### src/rtl/alu_operand_loader.sv
// Collects operands A, B and an opcode from a shared switch bus, one item per rising edge of load.
// Presents them as a stable, valid operand set once all three have been captured.
module alu_operand_loader #(
  parameter int unsigned WIDTH = 6,
  parameter int unsigned OPW   = 2
) (
  input  logic             clk,
  input  logic             rst_n,
  input  logic [WIDTH-1:0] data_in,
  input  logic             load,
  input  logic             clear,
  output logic [WIDTH-1:0] A,
  output logic [WIDTH-1:0] B,
  output logic [OPW-1:0]   op,
  output logic             valid,
  output logic             done_pulse,
  output logic [1:0]       state
);

  typedef enum logic [1:0] {
    StA    = 2'b00,
    StB    = 2'b01,
    StOp   = 2'b10,
    StDone = 2'b11
  } state_e;

  state_e           state_q;
  logic [WIDTH-1:0] a_q, b_q;
  logic [OPW-1:0]   op_q;
  logic             valid_q, done_q;
  logic             load_q;
  // Set when load was high across reset release; masks the edge until load drops.
  logic             block_q;
  logic             load_rise;

  assign load_rise = load & ~load_q & ~block_q;

  always_ff @(posedge clk) begin
    if (!rst_n) begin
      state_q <= StA;
      a_q     <= '0;
      b_q     <= '0;
      op_q    <= '0;
      valid_q <= 1'b0;
      done_q  <= 1'b0;
      load_q  <= 1'b0;
      block_q <= load;
    end else begin
      load_q  <= load;
      block_q <= block_q & load;
      done_q  <= 1'b0;
      if (clear) begin
        state_q <= StA;
        a_q     <= '0;
        b_q     <= '0;
        op_q    <= '0;
        valid_q <= 1'b0;
      end else if (load_rise) begin
        unique case (state_q)
          StA: begin
            a_q     <= data_in;
            state_q <= StB;
          end
          StB: begin
            b_q     <= data_in;
            state_q <= StOp;
          end
          StOp: begin
            op_q    <= data_in[OPW-1:0];
            valid_q <= 1'b1;
            done_q  <= 1'b1;
            state_q <= StDone;
          end
          StDone: begin
            // New A starts the next set; B and op are kept until overwritten.
            a_q     <= data_in;
            valid_q <= 1'b0;
            state_q <= StB;
          end
        endcase
      end
    end
  end

  assign A          = a_q;
  assign B          = b_q;
  assign op         = op_q;
  assign valid      = valid_q;
  assign done_pulse = done_q;
  assign state      = state_q;

endmodule
### config.mk
export PLATFORM = sky130hd
export DESIGN_NAME = alu_operand_loader
export DESIGN_NICKNAME = d
export VERILOG_FILES = /design/src/rtl/alu_operand_loader.sv
export SDC_FILE = /design/constraint.sdc
export NUM_CORES = 1
export LEC_CHECK = 0
export ABC_AREA = 1
export BUFFER_PORTS_ARGS = -buffer_cell sky130_fd_sc_hd__buf_2
export CELL_PAD_IN_SITES_DETAIL_PLACEMENT = 1
export CELL_PAD_IN_SITES_GLOBAL_PLACEMENT = 1
export CORE_UTILIZATION = 37
export DETAILED_ROUTE_END_ITERATION = 12
export PLACE_DENSITY = 0.93
export SLEW_MARGIN = 25
export SYNTH_ARGS = -nofsm -noshare
export SYNTH_HDL_FRONTEND = slang
export SYNTH_SLANG_ARGS = --single-unit
### constraint.sdc
create_clock -name clk -period 3.6 [get_ports clk]
set_input_delay 0 -clock clk [delete_from_list [all_inputs] [get_ports clk]]
set_output_delay 0 -clock clk [all_outputs]
set_load 0.05 [all_outputs]
==> flow_metrics.py, run 1 <==
metrics = {
    "run_status": {
        "status": "completed",
    },
    "clocking": {
        "clock_tree.buffer_depth": 2,
        "clk_pin_slew_ps": 110,
        "tritoncts_clock_tree": "built",
        "cts_repair_resize_count": 0,
        "htree_levels": 1,
        "cts_post_setup_buffers_inserted": 0,
        "clock-root-buffer": "clkbuf_4",
        "cts-buffers-inserted": 3,
        "cts_sinks": 20,
        "worst_skew_late_latency_ps": 300,
        "cts_hold_repair.buffers": 5,
    },
    "logic_synthesis": {
        "avgSynthCellArea_um2": 7.60,
        "mappedNetlistNets": 130,
        "synth.yosys.warnings": 0,
        "synth_area_um2": 890,
        "seq_area_frac_synth_pct": 45.0,
        "synthesized_flop_and_latch_total": 20,
        "synth_top_cell_area_share_pct": 45.0,
        "post_synth_inst_count": 117,
        "synth.largest_area_cell": "dfxtp_1",
        "netlist-cell-type-count": 16,
        "synthTopCellsByArea": "dfxtp_1 45%, nor2_1 14%, nand4_1 9.8%, nand2_1 8.4%, inv_1 5.1%",
    },
    "detailed_routing": {
        "detailroute.via_count": 868,
        "drc_violation_total_after_the_first_tritonroute_iteration": 1,
        "vias_per_cell": 4.88,
        "route.antenna.remaining_nets": 0,
        "route.detailed.drc": 0,
        "route.detailed.wl_per_inst_um": 13.1,
        "postRouteWirelength_um": 2330,
        "drt_first_pass_iters": 4,
    },
    "floorplanning": {
        "height_of_the_chip_um": 51.0,
        "floorplan.die_area_mm2": 0.00260,
        "placeableCoreArea_mm2": 0.00223,
        "floorplan.initialDensity_pct": 39.8,
        "ioPinCount": 28,
        "rows": 17,
        "die_x_um": 51.0,
    },
    "hold_path": {
        "classification_of_the_worst_slack_hold_path": "in2reg",
        "timing.hold.worst_path_depth": 5,
    },
    "timing": {
        "slew_viol_final": 0,
        "clock.fmax_ghz": 0.559,
        "fin_skew_ps": 3.91,
        "worstMarginPinSlew_ps": 361,
        "rsz0062_at_grt": "no",
        "final-hold-violation-count": 0,
        "final.setup.tns_ps": 0,
        "finalWorstPathRequiredPeriod_ps": 1790,
        "layout_worst_path_cycle_share_pct": 49.7,
        "setup_viol_count_final": 0,
        "timing.slew.headroom_pct": 75.9,
    },
    "setup_path": {
        "r2r.worst_path.cells": 4,
        "path_class": "reg2reg",
        "start_kind": "flop",
        "arrival_ps": 2040,
        "path_delay_family": "buffers and inverters",
        "worstPathMaxFanout": 4,
        "worst_ep_required_time_ps": 3850,
        "critical_path.n_buffers_inverters": 2,
        "worstSetupPathDepth": 4,
        "cp_slowest_stage_delay_ps": 610,
        "cell_by_cell_trace_of_the_critical_path": "ha_1, inv_1, nor4_1, dlygate4sd3_1",
        "endpoint_kind": "flop",
        "critical-path-slowest-cell": "dlygate4sd3_1",
    },
    "finish": {
        "antenna_diode_instance_count": 0,
        "multiInputGateArea_um2": 405,
        "combined_flip_flop_and_latch_cell_area_um2": 400,
        "nNetsFinal": 164,
        "synthToLayoutAreaGrowth_pct": 26.2,
        "post_route_cells_drive_above_1_share_pct": 27.3,
        "fillers": 304,
        "post-route-util_pct": 50.3,
    },
    "power_and_ir_drop": {
        "worst_ir_drop_on_vdd_uv": 264,
        "p_leak_nw": 0.543,
        "power_report.internal_total_uw": 310,
        "power.switching_fraction_pct": 28.6,
        "pwr-share-seq_pct": 53.0,
        "share_comb_of_total_power_pct": 17.0,
        "power.net_switching_uw": 124,
        "power-per-cell-area_mw_per_mm2": 388,
        "part_of_the_power_in_the_clock_network_pct": 30.0,
    },
    "global_route": {
        "largest_net_degree_at_the_start_of_global_routing": 18,
        "grt_util_all_layers_pct": 20.3,
        "number_of_antenna_violations_at_the_first_check_in_global_routing": 0,
        "first_global_vias": 851,
        "grt_pass1_wl_um": 3850,
        "global_route.overflow_total": 0,
    },
    "placement": {
        "dp_hpwl_um": 1640,
        "gp_congestion": 0.829,
        "numPortBuffers": 27,
    },
    "flow_run": {
        "cap_violations": 0,
    },
}
[routing by layer]
layer,wire length (um),track usage [%],vias up
li1,-,-,436
met1,1030,23.1,410
met2,1210,36.6,18
met3,71,3.57,4
met4,23,8.33,0
met5,0,0,-
[cell usage in the layout, fill, tap and decap left out, drive strengths merged, types with 2 or more instances in the layout]
cell type    count
buf             27
clkbuf           4
dfxtp           20
dlygate4sd3      5
ha               3
inv             16
nand2           20
nand3            2
nand4           14
nor2            37
[logic make-up (layout without fill, tap and decap cells)]
family	Yosys count	in the layout	synth area share, %
AOI/OAI and AO/OA	1	1	0.562
adders and majority gates	3	3	4.22
buffers and inverters	19	52	9.42
DFF	20	20	45.0
and+or+nand+nor	74	74	40.8
[worst paths after layout]
kind	slack, ps	startpoint	endpoint
min	60	data_in[4]	B[4]
max	1810	state[1]	done_pulse
max reg2reg	1810	state[1]	done_pulse
min reg2reg	490	B[5]	B[5]
[Yosys cell counts]
cell type,instances
dfxtp_1,20
inv_1,12
ha_1,3
a21oi_1,1
nor4_1,1
buf_6,1
nor2_1,32
nand2_1,20
nand4_1,14
nand3_1,1
nor2_4,4
buf_4,1
buf_2,1
inv_2,4
nor2_2,1
nand3_4,1
[metrics by stage]
| step | instances | instance area (um2) | setup WS, ps | total power [mW] | hold WS [ps] |
|---|---|---|---|---|---|
| after global placement | 169 | 1040 | 2330 | 0.301 | 214 |
| final | 178 | 1120 | 1810 | 0.435 | 64.0 |
| after global routing | 178 | 1120 | 1690 | 0.460 | 54.6 |
| after CTS | 178 | 1120 | 1960 | 0.438 | 52.8 |
| after floorplan | 117 | 890 | 2000 | 0.288 | 78.7 |
| after detailed placement | 169 | 1040 | 2200 | 0.305 | 222 |
[power groups by stage]
stage | Clock [mW] | Sequential [mW] | Combinational (mW)
2_1_floorplan | 0 | 0.250 | 0.0377
3_3_place_gp | 0 | 0.235 | 0.0660
3_5_place_dp | 0 | 0.236 | 0.0694
4_1_cts | 0.133 | 0.231 | 0.0738
5_1_grt | 0.148 | 0.231 | 0.0809
6_report | 0.130 | 0.231 | 0.0740
[layout make-up]
type / instances / share of cell area, %
inverter: 16 / 5.35
sequential: 20 / 35.7
multi-input combinational: 78 / 36.1
timing repair buffer: 32 / 16.5
tap: 28 / 3.12
clock buffer: 4 / 3.23
[flip-flops by register name, summed over array words and instances, names as in the netlist]
| name | cells |
|---|---|
| A | 6 |
| B | 6 |
| op | 2 |
| state | 2 |
| block_q | 1 |
| done_pulse | 1 |
| load_q | 1 |
| valid | 1 |
[tightest hold or removal path, stage by stage]
cell and delay [ps]:
buf_2 80, inv_1 50, nand4_1 80, nand2_1 50, nor2_1 70
No activity file was read; power rests on OpenSTA's default activity.
==> run 2: changes to the inputs <==
- ABC_AREA: 1 -> 0
- PLACE_DENSITY: 0.93 -> 0.87
- clock period: 3.6 -> 1.8 ns (I/O delays scaled with it)
==> run 2 against run 1 <==
Effect of this change:
- register-to-register slack lost 1400 ps
- core utilization is 0.16 points higher
- critical path type unchanged
- hold slack worse by 49 ps
- sequential power is 99% higher
- global-route usage shrank 2.6 points
- final area grew 2.2%
==> flow_metrics.py, run 2 <==
metrics = {
    "run_status": {
        "status": "completed",
    },
    "logic_synthesis": {
        "synth.largest_area_cell": "dfxtp_1",
        "mappedNetlistNets": 94,
        "seq_area_frac_synth_pct": 43.6,
        "post_synth_inst_count": 81,
        "netlist-cell-type-count": 19,
        "synthesized_flop_and_latch_total": 20,
        "avgSynthCellArea_um2": 11.3,
        "share_of_synthesized_flip_flops_with_an_asynchronous_set_or_reset_pct": 0,
        "synth-edff-count": 0,
        "synth.yosys.warnings": 0,
        "synthTopCellsByCount": "20 x dfxtp_1, 20 x nand3b_1, 14 x mux2i_1, 4 x inv_1",
        "synth_top_cell_area_share_pct": 43.6,
        "synth_area_um2": 918,
        "synthTopCellsByArea": "dfxtp_1 44%, nand3b_1 16%, mux2i_1 15%, ha_1 4.1%, and4bb_1 2.7%",
        "dominantRegCellSynth": "dfxtp_1",
    },
    "timing": {
        "slew_viol_final": 0,
        "worstMarginPinSlew_ps": 408,
        "final.setup.tns_ps": 0,
        "fin_hold_ws_ps": 14.6,
        "setup_viol_count_final": 0,
        "fin_skew_ps": 16.1,
        "layout_worst_path_cycle_share_pct": 80.0,
        "layout_setup_ws_ps": 361,
        "timing.slew.headroom_pct": 72.8,
        "clock.fmax_ghz": 0.695,
        "finalWorstPathRequiredPeriod_ps": 1440,
        "final-hold-violation-count": 0,
        "rsz0062_at_grt": "no",
    },
    "detailed_routing": {
        "drt_first_pass_iters": 4,
        "route.antenna.remaining_nets": 0,
        "postRouteWirelength_um": 2150,
        "route.detailed.wl_per_inst_um": 15.6,
        "detailroute.via_count": 718,
        "vias_per_cell": 5.20,
        "drc_violation_total_after_the_first_tritonroute_iteration": 12,
        "route.detailed.drc": 0,
    },
    "placement": {
        "preCtsSetupSlack_ps": 387,
        "gp_congestion": 0.679,
        "cell_count_after_placement": 130,
        "numPortBuffers": 27,
        "dp_hpwl_um": 1530,
    },
    "finish": {
        "post-route-util_pct": 50.4,
        "post_route_cells_drive_above_1_share_pct": 30.9,
        "nNetsFinal": 124,
        "fin_cells": 138,
        "mostFrequentLayoutCell": "buf_2",
        "synthToLayoutAreaGrowth_pct": 24.9,
        "antenna_diode_instance_count": 0,
        "layout.cells.most_common_list": "27 x buf_2, 20 x dfxtp_1, 20 x nand3b_1, 14 x mux2i_1",
    },
    "clocking": {
        "tritoncts_clock_tree": "built",
        "worst_skew_late_latency_ps": 310,
        "clock_tree.buffer_depth": 2,
        "clk_pin_slew_ps": 130,
        "cts-buffers-inserted": 3,
        "cts_sinks": 20,
        "cts_repair_resize_count": 0,
        "htree_levels": 1,
        "cts_hold_repair.buffers": 4,
        "cts_post_setup_buffers_inserted": 0,
        "clock-root-buffer": "clkbuf_4",
    },
    "setup_path": {
        "regToRegSetupSlack_ps": 360,
        "arrival_ps": 1630,
        "critical_path.reg2reg.startpoint": "state[0]",
        "start_kind": "flop",
        "endpoint_kind": "flop",
        "path_class": "reg2reg",
        "crit-reg2reg-capture": "state[1]",
        "r2r.worst_path.cells": 4,
        "worst_ep_required_time_ps": 1990,
        "worstPathMaxFanout": 5,
    },
    "floorplanning": {
        "height_of_the_chip_um": 51.8,
        "floorplan.die_area_mm2": 0.00269,
        "ioPinCount": 28,
        "die_x_um": 51.8,
        "rows": 17,
        "placeableCoreArea_mm2": 0.00228,
        "floorplan.initialDensity_pct": 40.4,
    },
    "power_and_ir_drop": {
        "worst_ir_drop_on_vdd_uv": 428,
        "power-per-cell-area_mw_per_mm2": 816,
        "p_leak_nw": 0.550,
    },
    "global_route": {
        "grt_pass1_wl_um": 3400,
        "largest_net_degree_at_the_start_of_global_routing": 25,
        "number_of_antenna_violations_at_the_first_check_in_global_routing": 0,
        "global_route.overflow_total": 0,
        "first_global_vias": 699,
        "grt_util_all_layers_pct": 17.6,
    },
    "hold_path": {
        "hold_path_end": "A[3]",
        "timing.hold.worst_path_depth": 3,
        "classification_of_the_worst_slack_hold_path": "in2reg",
        "timing.hold.worst.start": "data_in[3]",
    },
    "flow_run": {
        "cap_violations": 0,
    },
}
run 2: critical path: stages (launching register included):
cell and delay, ps:
dfxtp_1 430, inv_1 70, ha_1 290, nand4bb_1 300, o211a_1 250
run 2: cells by family after synthesis:
kind of cell    Yosys count  share of synthesized area (%)
simple gates             30                           27.1
mux                      14                           15.3
flops                    20                           43.6
compound gates            4                           4.63
buf+inv                  10                           5.31
fa+ha+maj                 3                           4.09
run 2: worst max-delay path by stage:
stage	start	endpoint	slack [ps]
6_report	state[0]	state[1]	360
5_1_grt	state[0]	state[1]	260
4_1_cts	state[0]	state[1]	360
3_5_place_dp	state[0]	state[1]	390
3_3_place_gp	state[0]	state[1]	450
2_1_floorplan	state[0]	A[1]	250
run 2: layout make-up:
cell class              count  area (um2)
repair buffers             31         175
clock buffers               3        22.5
flip-flops and latches     20         400
clock inverters             1        30.0
multi-input cells          51         469
fillers                   268        1130
inverters                   4        15.0
well taps                  28        35.0
run 2: where the power goes:
group / total (mW) / internal, mW / switching [mW]
clock: 0.370 / 0.225 / 0.145
sequential: 0.460 / 0.451 / 0.00901
combinational: 0.106 / 0.0444 / 0.0617
run 2: per-stage QoR:
stage                     area, um2  power (mW)
after global placement         1050       0.565
after floorplan                 918       0.541
final                          1150       0.937
after CTS                      1150       0.941
after detailed placement       1050       0.569
after global routing           1150       0.972
run 2: layer usage:
metal  global-route usage [%]  up-vias  share of wire, %
met2                     30.3       23                51
met1                     21.3      342                43
met3                     2.63        5               4.4
met4                     8.11        0               1.8
li1                         -      348                 -
met5                        0        -                 0
